--- src/rtl/tribus_arbiter.sv ---
// tribus_arbiter: round-robin owner select for a shared resolved bus,
// with a hold limit and a released-bus turnaround between owners.
module tribus_arbiter #(
    parameter int N_REQ    = 4,
    parameter int HOLD_MAX = 8,
    parameter int TURN_CYC = 1
) (
    input  logic                     clk,
    input  logic                     rst,
    input  logic [N_REQ-1:0]         req,
    input  logic [N_REQ-1:0]         done,
    output logic [N_REQ-1:0]         grant,
    output logic [N_REQ-1:0]         drv_en,
    output logic [$clog2(N_REQ)-1:0] owner,
    output logic                     busy,
    output logic                     turn
);
    localparam int W = $clog2(N_REQ);

    typedef enum logic [1:0] {IDLE, OWN, TURN} state_t;

    state_t           state;
    logic [W-1:0]     last_owner;
    logic [W-1:0]     win;
    logic [W-1:0]     idx;
    logic [7:0]       hold;
    logic [2:0]       tcnt;
    logic [N_REQ-1:0] win_oh;
    logic             rel;

    // Scan from the highest offset down so the nearest requester after last_owner wins.
    always_comb begin
        win = last_owner;
        idx = last_owner;
        for (int i = N_REQ; i >= 1; i--) begin
            idx = W'((int'(last_owner) + i) % N_REQ);
            if (req[idx]) win = idx;
        end
    end

    assign win_oh = N_REQ'(1) << win;
    assign rel    = !req[owner] || done[owner] || hold == 8'(HOLD_MAX);

    always_ff @(posedge clk or posedge rst) begin
        if (rst) begin
            state      <= IDLE;
            grant      <= '0;
            drv_en     <= '0;
            owner      <= '0;
            busy       <= 1'b0;
            turn       <= 1'b0;
            hold       <= '0;
            tcnt       <= '0;
            last_owner <= W'(N_REQ - 1);
        end else begin
            case (state)
                IDLE: if (|req) begin
                    state  <= OWN;
                    owner  <= win;
                    grant  <= win_oh;
                    drv_en <= win_oh;
                    busy   <= 1'b1;
                    hold   <= 8'd1;
                end
                OWN: if (rel) begin
                    state      <= TURN;
                    last_owner <= owner;
                    grant      <= '0;
                    drv_en     <= '0;
                    busy       <= 1'b0;
                    turn       <= 1'b1;
                    tcnt       <= 3'd1;
                end else begin
                    hold <= hold + 8'd1;
                end
                TURN: if (tcnt == 3'(TURN_CYC)) begin
                    state <= IDLE;
                    turn  <= 1'b0;
                end else begin
                    tcnt <= tcnt + 3'd1;
                end
                default: begin
                    state  <= IDLE;
                    grant  <= '0;
                    drv_en <= '0;
                    busy   <= 1'b0;
                    turn   <= 1'b0;
                end
            endcase
        end
    end
endmodule

--- config.mk ---
export PLATFORM = sky130hd
export DESIGN_NAME = tribus_arbiter
export DESIGN_NICKNAME = d
export VERILOG_FILES = /design/src/rtl/tribus_arbiter.sv
export SDC_FILE = /design/constraint.sdc
export NUM_CORES = 1
export LEC_CHECK = 0
export ABC_CLOCK_PERIOD_IN_PS = 2400
export BUFFER_PORTS_ARGS = -buffer_cell sky130_fd_sc_hd__buf_2
export CAP_MARGIN = 30
export CELL_PAD_IN_SITES_DETAIL_PLACEMENT = 1
export CELL_PAD_IN_SITES_GLOBAL_PLACEMENT = 1
export CORE_ASPECT_RATIO = 1.25
export CORE_UTILIZATION = 40
export CTS_CLUSTER_DIAMETER = 100
export DETAILED_ROUTE_END_ITERATION = 7
export PLACE_DENSITY_LB_ADDON = 0.25
export SLEW_MARGIN = 10
export SYNTH_ARGS = -nofsm -noshare
export SYNTH_HDL_FRONTEND = slang
export SYNTH_SLANG_ARGS = --single-unit
--- constraint.sdc ---
create_clock -name clk -period 2.4 [get_ports clk]
set_clock_uncertainty 0.2 [all_clocks]
set_input_delay 0.24 -clock clk [delete_from_list [all_inputs] [get_ports clk]]
set_output_delay 0.24 -clock clk [all_outputs]
set_load 0.02 [all_outputs]
# After elaboration in Yosys (flattened, before gate mapping)
# Cells that the tools add are included.
dict set report op_classes {
  eq_ne 9
  bitwise_logic 2
  reduce_logical 14
  mux 35
  n_lt_le_gt_ge 5
  shifts 1
  add_sub_neg 6
}
# op count
set op_table {}
lappend op_table {{2-to-1 mux 8 bit} 2}
lappend op_table {{one-hot mux 8 bit (2 select lines)} 1}
lappend op_table {{less-than comparator 2 x 3 -> 1 bit (second input constant)} 5}
lappend op_table {{AND reduction 3 bit} 5}
lappend op_table {{2-to-1 mux 2 bit} 7}
lappend op_table {{binary-select mux 1 bit (select 2 bit)} 6}
lappend op_table {{one-hot mux 4 bit (3 select lines)} 1}
lappend op_table {{2-to-1 mux 1 bit} 10}
lappend op_table {{inequality test 2 bit (second input constant)} 5}
lappend op_table {{adder 8 x 1 -> 8 bit (second input constant)} 1}
lappend op_table {{equality test 8 x 4 -> 1 bit (second input constant)} 1}
lappend op_table {{2-to-1 mux 4 bit} 2}
lappend op_table {{2-to-1 mux 3 bit} 2}
lappend op_table {{one-hot mux 1 bit (3 select lines)} 2}
lappend op_table {{one-hot mux 2 bit (3 select lines)} 1}
lappend op_table {{one-hot mux 3 bit (2 select lines)} 1}
lappend op_table {{adder 2 x 1 -> 2 bit (second input constant)} 2}
lappend op_table {{adder 2 bit (second input constant)} 2}
lappend op_table {{AND reduction 2 bit} 2}
lappend op_table {{nonzero test 2 bit} 2}
lappend op_table {{OR reduction 4 bit} 1}
lappend op_table {{left shift 1 x 2 -> 4 bit (first input constant)} 1}
lappend op_table {{adder 3 x 1 -> 3 bit (second input constant)} 1}
lappend op_table {{equality test 3 x 1 -> 1 bit (second input constant)} 1}
lappend op_table {{other kinds (6)} 8}
dict set report word_totals {
  register_bits 23
  word_cells 80
}

# Logic depth before layout (Yosys ltp)
dict set report logic_depth {
  depth_word 10
  mapped_depth 6
  depth_no_buf 6
}

# Worst setup path after synthesis
# OpenSTA, ideal clock, no wires.
dict set report synth_timing {
  path_type {flip-flop to flip-flop}
  startpoint {reg hold[0]}
  endpoint {reg last_owner[1]}
  setup_slack_ps 412
  n_path_buf 0
  setup_ps 82
  t_required_ps 2118
  stages_incl_launch_ff 7
  period_less_slack_ps 1988
  arrival_time_ps 1706
  cell_sequence {dfrtp_1 > inv_1 > ha_1 > nor4bb_1 > nand2_1 > a21oi_4 > mux2_2}
}
dict set report synth_between {
  elab_chain_len 3
}
# item line
set synth_rtl {}
lappend synth_rtl {{from (decl)} 26} ;# logic [7:0] hold;
lappend synth_rtl {{from (signal assigned)} 74} ;# hold <= hold + 8'd1;
lappend synth_rtl {{equality test 8 x 4 -> 1 bit} 42} ;# assign rel = !req[owner] || done[owner] || hold == 8'(HOLD_MAX);
lappend synth_rtl {{logical OR 1 bit} 42}
lappend synth_rtl {{AND reduction 2 bit (no source line)} n/a}
lappend synth_rtl {{to (signal assigned)} 54} ;# last_owner <= W'(N_REQ - 1);
lappend synth_rtl {{to (signal assigned)} 67} ;# last_owner <= owner;
lappend synth_rtl {{to (decl)} 23} ;# logic [W-1:0] last_owner;
# No other way between the ends.
# A chain may end at the register's enable or synchronous reset.

# Worst setup path after layout
dict set report layout_timing {
  startpoint {reg hold[0]}
  endpoint {reg hold[1]}
}
dict set report layout_between {
  elab_chain_len 4
  word_cells_on_any_way 7
}
# item
set layout_rtl {}
lappend layout_rtl {{parallel branches: the longest is 4 deep, another holds adder 8 x 1 -> 8 bit}}
# Parallel ways; which one is timed is not known. The select of a mux whose other input is x is not followed.

==> out/qor.txt <==
Die H: 66.77 um
R2R cell count: 6
total track usage: 19.16%
initial core utilization: 42.03%
Horiz. Die Dim: 53.82 um
drt wl/cell: 16.04 um
clk_lat worst skew: 0.27 ns
Ys Warns: 0
Nets: 163
Worst Path Max Fanout: 8
Cells after Synth: 128
area of the multi-input gates: 683.2 um^2
Hold Crit Depth: 1
first-pass GRT wire length: 4.961 mm
Power Total: 1.746 mW
post-route DRC violation count: 0
fmax: 485.2 MHz
Post-Syn Area: 0.001343 mm^2
CP required: 2.40 ns
DP Worst Slack: 0.2296 ns
ant diodes: 0
antenna-violating nets left: 0
sequential cell area fraction in the yosys report: 43.06%
Top Layer Used: met4
P_leak: 0.7387 nW
Max Cap Viol: 0
postcts setup bufs: 0
Cell variety after synth: 48
routed wl met2: 1.469 mm
peak supply drop: 0.0005426 V
PortBufs: 21
final instance area: 0.001525 mm^2
Placed Instance Area: 0.001448 mm^2
HP Class: reg2reg
initial DRC count: 22
CTS tree: done
initial antenna violation count: 0
grt ovf: 0
WS Path Type: reg2reg
placed cells: 179
commonest non-fill, non-tap cells in the layout: dfrtp_1, buf_2, inv_1
main flop type after synthesis: dfrtp_1
Critical R2R Launch: hold[0]
Final Setup Violations: 0
Slew Limit Fails: 0
Rows: 23
post-layout util: 47.75%
DRT met1 WL: 1.386 mm
synthesized net count: 142
Tmin final: 2.061 ns
average vias per placed instance: 5.568
Cell Count, Final, Fillers Out: 185
Hold Fails Final Rpt: 0
synthesis-to-finish area growth: 13.61%
Worst Setup Slack, final: 0.3390 ns
vias in the first global route: 1078
fraction of layout cells with a size suffix above 1: 26.35%
# fillers: 372
Hold Path Origin: busy
period utilization: 85.87%
Max clock buf depth: 2
Num CTS Buffers: 3
hold endpoint: busy
number of synthesized flops with an enable pin: 0
critical path capture point type: register
WHS: 0.2985 ns
First-pass DRT Iterations: 4
# IOs: 22
Detailed Route WL: 2.968 mm
crit start category: register
unrepaired setup endpoints after global routing: false
Slew @ Worst Pin: 0.5488 ns
Power Dens Cells: 1145 mW/mm^2
FFs w/ async S/R, synth: 100.0%
FF-to-FF End: hold[1]
Core Box Area: 0.003194 mm^2
clk sinks: 23
Final HPWL DP: 2.224 mm
synthesized area per cell: 10.49 um^2
Worst slew margin: 63.41%
R2R Setup Slk: 0.34 ns
clock slew at reported path FFs: 0.09 ns
CTS root buffer: clkbuf_8
pin count of the biggest net entering global routing: 24
DIE AREA: 0.003593 mm^2
gpl congestion: 0.7354
CP arrival: 2.06 ns
FF+latch count, synth: 23
via count: 1030
sequential cell area: 578.1 um^2
setup tns final: 0 ns
DR WL met3: 48 um
CTS H-tree depth: 1
status: completed
[what timing repair did]
item / CTS / global route
hold endpoints to repair: 21 / 0
gates resized for setup: 0 / 1
hold buffers: 1 / 0
setup endpoints to repair: 0 / 1
[where the power goes]
| part | switching, mW | internal [mW] | leakage, nW |
|---|---|---|---|
| Clock | 0.133 | 0.116 | 0.0255 |
| Sequential | 0.139 | 0.521 | 0.291 |
| Combinational | 0.497 | 0.339 | 0.422 |
[sequential cells by signal, summed over array words and instances, names as in the netlist]
register	cells
turn	1
busy	1
hold	8
last_owner	2
tcnt	3
drv_en	4
owner	2
state	2
[per-layer routing]
layer	up-vias	GRT usage [%]
li1	497	-
met1	517	24.65
met2	11	30.25
met3	5	2.283
met4	0	10.53
met5	-	0
[critical path: stages (launching register included)]
cell and delay, ns:
dfrtp_1 0.40, inv_1 0.10, ha_1 0.14, nor4bb_2 0.39, a21oi_2 0.20, a21oi_1 0.33, mux2i_1 0.22
[cells in the mapped netlist (all sizes together), types with 3 or more instances]
| library cell | n | area [um^2] |
|---|---|---|
| nand2 | 8 | 30.03 |
| clkbuf | 3 | 12.51 |
| buf | 5 | 41.29 |
| nor2 | 4 | 15.01 |
| ha | 4 | 50.05 |
| nand2b | 7 | 43.79 |
| mux2i | 8 | 80.08 |
| o21ai | 3 | 15.01 |
| dfrtp | 21 | 525.5 |
| inv | 9 | 33.78 |
| nor2b | 4 | 25.02 |
| nand3 | 4 | 20.02 |
| a21oi | 8 | 58.81 |
[cell families (layout without fill, tap and decap cells)]
logic type | count (synthesis) | count (layout) | share of synthesized area [%]
buffers and inverters | 17 | 37 | 6.523
muxes | 11 | 11 | 9.320
xor gates and xnor gates | 2 | 2 | 1.305
adders and majority gates | 4 | 4 | 3.728
DFF | 23 | 23 | 43.06
and+or+nand+nor | 42 | 42 | 17.80
AOI/OAI and AO/OA | 29 | 29 | 18.27
[how the worst max path moves through the flow]
stage | start | to | slack, ns | cells past startpoint
floorplan | hold[0] | last_owner[1] | 0.41 | 6
finish | hold[0] | hold[1] | 0.34 | 6
global route | hold[0] | hold[1] | 0.16 | 6
detailed placement | hold[0] | hold[1] | 0.23 | 6
global placement | hold[0] | last_owner[1] | 0.29 | 6
CTS | hold[0] | hold[1] | 0.18 | 6
[final cells by class]
class | count | area share, %
Sequential cell | 23 | 37.90
Timing Repair Buffer | 24 | 9.024
Clock buffer | 3 | 2.707
Multi-Input combinational cell | 88 | 44.79
Tap cell | 37 | 3.035
Inverter | 9 | 2.215
Clock inverter | 1 | 0.3281
Power figures use the tool's default switching activity.
